## src/rtl/rv32m_wb_buffer.sv

```systemverilog
// Write-back buffer for RV32M results: queues M-unit results for the register
// file and forwards the youngest buffered value for each source register.
module rv32m_wb_buffer #(
  parameter int DEPTH = 4
) (
  input  logic                     iCLK,
  input  logic                     iRST_N,
  input  logic [31:0]              iIR,
  input  logic                     iVALID,
  input  logic [31:0]              iALU_OUT,
  output logic                     oREADY,
  output logic                     oWB_EN,
  output logic [4:0]               oWB_RD,
  output logic [31:0]              oWB_DATA,
  input  logic                     iWB_ACK,
  input  logic [4:0]               iRS1,
  input  logic [4:0]               iRS2,
  output logic                     oFWD1_HIT,
  output logic                     oFWD2_HIT,
  output logic [31:0]              oFWD1_DATA,
  output logic [31:0]              oFWD2_DATA,
  output logic [$clog2(DEPTH):0]   oCOUNT,
  output logic                     oERR
);

  localparam int PTR_W = $clog2(DEPTH);
  localparam int CNT_W = PTR_W + 1;

  logic [PTR_W-1:0] head;
  logic [PTR_W-1:0] tail;
  logic [CNT_W-1:0] count;
  logic             errSticky;

  logic [4:0]  rdMem   [DEPTH];
  logic [31:0] dataMem [DEPTH];

  logic        isMul;
  logic        pushReq;
  logic        doPush;
  logic        doPop;
  logic        notEmpty;
  logic [32:0] fwd1;
  logic [32:0] fwd2;
  logic        unusedIr;

  assign isMul    = iVALID && (iIR[6:0] == 7'b0110011) && (iIR[31:25] == 7'b0000001);
  assign pushReq  = isMul && (iIR[11:7] != 5'd0);
  assign notEmpty = (count != '0);
  assign oREADY   = (count < CNT_W'(DEPTH));
  assign doPush   = pushReq && oREADY;
  assign doPop    = notEmpty && iWB_ACK;
  assign unusedIr = ^iIR[24:12];

  // Youngest match wins: scan oldest to youngest so later hits overwrite.
  function automatic logic [32:0] fwdLookup(input logic [4:0] rs);
    logic [32:0]      res;
    logic [PTR_W-1:0] idx;
    res = '0;
    for (int i = 0; i < DEPTH; i++) begin
      idx = head + PTR_W'(i);
      if ((CNT_W'(i) < count) && (rs != 5'd0) && (rdMem[idx] == rs))
        res = {1'b1, dataMem[idx]};
    end
    return res;
  endfunction

  always_comb begin
    fwd1 = fwdLookup(iRS1);
    fwd2 = fwdLookup(iRS2);
  end

  assign oFWD1_HIT  = fwd1[32];
  assign oFWD1_DATA = fwd1[31:0];
  assign oFWD2_HIT  = fwd2[32];
  assign oFWD2_DATA = fwd2[31:0];

  assign oWB_EN   = notEmpty;
  assign oWB_RD   = notEmpty ? rdMem[head]   : 5'd0;
  assign oWB_DATA = notEmpty ? dataMem[head] : 32'd0;
  assign oCOUNT   = count;
  assign oERR     = errSticky;

  // Control state: pointers, occupancy and sticky overflow flag
  always_ff @(posedge iCLK or negedge iRST_N) begin
    if (!iRST_N) begin
      head      <= '0;
      tail      <= '0;
      count     <= '0;
      errSticky <= 1'b0;
    end else begin
      if (doPush) tail <= tail + PTR_W'(1);
      if (doPop)  head <= head + PTR_W'(1);
      case ({doPush, doPop})
        2'b10:   count <= count + CNT_W'(1);
        2'b01:   count <= count - CNT_W'(1);
        default: count <= count;
      endcase
      if (pushReq && !oREADY) errSticky <= 1'b1;
    end
  end

  // Entry storage: occupancy is tracked by count, so data needs no reset
  always_ff @(posedge iCLK) begin
    if (doPush) begin
      rdMem[tail]   <= iIR[11:7];
      dataMem[tail] <= iALU_OUT;
    end
  end

endmodule

```

## config.mk

```make
export PLATFORM = sky130hd
export DESIGN_NAME = rv32m_wb_buffer
export DESIGN_NICKNAME = d
export VERILOG_FILES = /design/src/rtl/rv32m_wb_buffer.sv
export SDC_FILE = /design/constraint.sdc
export NUM_CORES = 1
export LEC_CHECK = 0
export ABC_AREA = 1
export CELL_PAD_IN_SITES_DETAIL_PLACEMENT = 0
export CELL_PAD_IN_SITES_GLOBAL_PLACEMENT = 2
export CORE_MARGIN = 1.5
export CORE_UTILIZATION = 30
export CTS_CLUSTER_DIAMETER = 80
export DETAILED_ROUTE_END_ITERATION = 8
export HOLD_SLACK_MARGIN = 0.03
export PLACE_DENSITY_LB_ADDON = 0.1
export SYNTH_ARGS = -nofsm -noshare
export SYNTH_HDL_FRONTEND = slang
export SYNTH_SLANG_ARGS = --single-unit
```

## constraint.sdc

```tcl
create_clock -name iCLK -period 3.8 [get_ports iCLK]
set_input_delay 0.57 -clock iCLK [delete_from_list [all_inputs] [get_ports iCLK]]
set_output_delay 0.57 -clock iCLK [all_outputs]
set_load 0.02 [all_outputs]
```

==> run metrics <==
insertion delay of the later-clocked pin in the worst-skew pair 0.44 ns; total half-perimeter wirelength after legalization and detailed placement 30,700 um; kind of path behind the tightest hold check primary input to async pin; number of input and output port buffers inserted 173; Area Growth Syn to Fin 29.5%; Detail Route Antenna Nets 0; number of buffers inserted by hold repair at cts 0; required arrival time at the worst endpoint 3.23 ns; top fanout value on the critical path 14; routed wire length 46,400 um; standby leakage power 7.35 nW; internal power consumption 0.00645 W; share of cells above drive strength 1 10.4%; switching power share of the total 52.4%; summed negative setup slack over all endpoints 0 ns; type of the worst setup path flop to output port; routability-driven placement congestion ratio 0.856; Post-Synth XOR/XNOR Area 0.632%; post-synthesis compound-gate area fraction 11.4%; placeable core region 40,900 um^2; arithmetic-cell share of the synthesized area counting full adders, half adders and majority gates 0.903%; final worst path period need 3.67 ns; clock transition time at the flip-flop clock pins of the worst setup and hold paths 0.07 ns; maximum number of pins on one net before global-route repair 153; die span in x 207 um; main combinational cell family by area after synthesis simple AND/OR/NAND/NOR gates; clock root buffer clkbuf_16; Tcrit/Tclk final 96.6%; post-synthesis cell area 12,500 um^2; Num CTS Buffers 17; critical path capture point type output port; count of TritonRoute iterations in the first routing pass 7; arrival time at the worst endpoint 3.10 ns; area enclosed by the die boundary 42,800 um^2; total design power 0.0136 W; IO Count 187; multiplexer share of the synthesized area 0.0903%; final hold vios 0; final layout net count 2,152; IR drop worst, VDD 0.536 mV; GR Util All Layers 21.7%; cell taking the most area after synthesis edfxtp_1; clock buffer depth 2; height of the chip 207 um; maximum clock frequency 272 MHz; TritonCTS clock tree built; cell types with the largest area share after synthesis edfxtp_1 (36%), nand2_1 (20%), o21ai_0 (8.7%); proportion of netlist area held by the largest area contributor 35.6%; number of global-route vias before repair 11,800; Antenna Diode Count 0; post-synthesis area per instance 6.59 um^2; Starting Density 30.5%; Net Sw Power 0.00711 W; antenna violations before repair 1; Clk pwr share 14.0%; via total after detailed routing 12,600; share of synthesized area occupied by flip-flops and latches 37.2%; transition at the pin with the smallest max-transition slack 1.06 ns; number of library cell types mapped by synthesis 33; max-slew headroom at the worst pin 29.6%; Post-Synth Simple-Gate Area 38.4%; number of nets in the synthesized netlist 1,981; GR Overflow Total 0; ratio of routed vias to standard cells 4.82; setup clock skew after layout 0.00845 ns; kind of start point of the critical path flop; Warnings, synthesis 0; global-route wire length before repair 68,800 um; setup violators final 0; average wire per standard cell 17.8 um; max-cap violation count 0; cells after synthesis 1,894; DR iter-0 viols 758; sequential cell fraction of total power 14.5%; max-slew violation count 0; post-synthesis register bit count 156; row cnt 74; number of H-tree levels 4; number of DRC violations after detailed routing 0; Pwr per Cell Area 840 nW/um^2; total clock sinks 156; result of the run finished, final reports clean; setup repair after global routing missed its margin yes; part of the total power dissipated in combinational logic 71.5%
[synth_stat cells, drive strengths merged]
| master | n |
|---|---|
| o21ai | 273 |
| clkbuf | 32 |
| nand2 | 660 |
| ha | 9 |
| buf | 95 |
| mux2 | 1 |
| edfxtp | 148 |
| nor2b | 2 |
| a31o | 1 |
| inv | 173 |
| nor3 | 4 |
| nand4 | 67 |
| or2 | 2 |
| nor3b | 1 |
| dfrtp | 8 |
| nand3 | 132 |
| xor2 | 7 |
| nor2 | 271 |
| a21oi | 6 |
| xnor2 | 2 |
[cells by family after synthesis]
group           after synthesis
simple gates               1139
fa+ha+maj                     9
compound gates              280
mux                           1
xor+xnor                      9
flops                       156
buf+inv                     300
[cells in the final DEF, fill, tap and decap left out, types with 3 or more instances in the layout]
cell type	netlist	final
nand4_1	67	67
bufinv_16	0	5
dlygate4sd2_1	0	56
buf_6	25	7
clkdlybuf4s15_1	0	3
o21ai_1	52	51
bufbuf_16	0	3
inv_1	168	168
clkbuf_16	0	18
clkinvlp_4	0	4
xor2_1	7	7
nand3_2	10	8
nand3_4	1	4
a21oi_1	5	5
ha_1	9	9
inv_2	5	4
nor3_1	4	4
o21ai_2	3	4
edfxtp_1	148	148
nor2_4	1	11
dfrtp_1	8	6
buf_4	10	62
clkbuf_2	0	5
nand2_4	1	5
nand3_1	121	120
nor2_2	26	25
clkdlybuf4s50_1	0	107
nand2_1	652	649
nand2_2	7	6
clkbuf_1	32	4
buf_12	0	28
o21ai_0	218	216
nor2_1	244	235
[power by group through the flow]
stage	sequential [W]	clock, W	combinational, W
after floorplan	0.00199	0	0.00566
after global placement	0.00198	0	0.00931
after detailed placement	0.00199	0	0.00935
after CTS	0.00196	0.00194	0.00964
after global routing	0.00197	0.00200	0.0107
final	0.00196	0.00190	0.00970
[worst max-delay path, cell delays in order (launching register included)]
cell and delay, ns:
dfrtp_4 0.53, inv_2 0.13, nand2_4 0.12, nand2_8 0.17, nand2_1 0.11, o21ai_4 0.09, inv_2 0.06, a21oi_1 0.16
o21ai_2 0.12, nor2_4 0.21, buf_4 0.16, bufbuf_16 0.28, nor2_1 0.05, nand2_1 0.06, nand2_1 0.08, dlygate4sd2_1 0.33
[routing by layer]
metal | GRT usage [%] | wire [um]
met4 | 5.58 | 670
met1 | 29.0 | 21600
met2 | 36.6 | 22000
met3 | 3.39 | 2070
met5 | 0 | 13
[through the flow]
stage	cells	setup slack [ns]	util [%]	instance area (um^2)	hold slack (ns)
floorplan	1894	0.516	-	12500	0.274
global placement	2553	0.0336	37.0	15100	0.469
detailed placement	2553	0.0334	37.0	15100	0.471
CTS	2606	0.000371	39.3	16100	0.443
global route	2610	-0.0421	39.5	16200	0.453
finish	2610	0.129	39.5	16200	0.452
[worst paths after layout]
kind                            from            end  slack [ns]  cells past startpoint
max                          head[1]  oFWD2_DATA[3]        0.13                     15
min                           iRST_N        head[1]        0.45                      1
max reg2reg                oCOUNT[0]      oCOUNT[2]        1.83                     10
min reg2reg                     oERR           oERR        0.50                      1
max in group asynchronous     iRST_N        head[0]        2.97                      1
min in group iCLK               oERR           oERR        0.50                      1
[registers in the layout (all words and copies together), names as in the netlist]
| register | count |
|---|---|
| dataMem | 128 |
| head | 2 |
| oCOUNT | 3 |
| oERR | 1 |
| rdMem | 20 |
| tail | 2 |
[repair_timing]
item | CTS | global route
setup endpoints to repair | 66 | 43
pin swaps | 10 | 2
resized for setup | 91 | 23
setup buffers | 16 | 3
gates cloned | 5 | 1
[cell type report]
type / instances / area (um^2)
timing repair buffer: 277 / 2930
inverter: 173 / 654
fill: 4376 / 24800
sequential: 156 / 4650
multi-input combinational: 1440 / 6610
clock buffer: 22 / 454
tap: 532 / 666
clock inverter: 10 / 189
No activity file was read; power rests on OpenSTA's default activity.
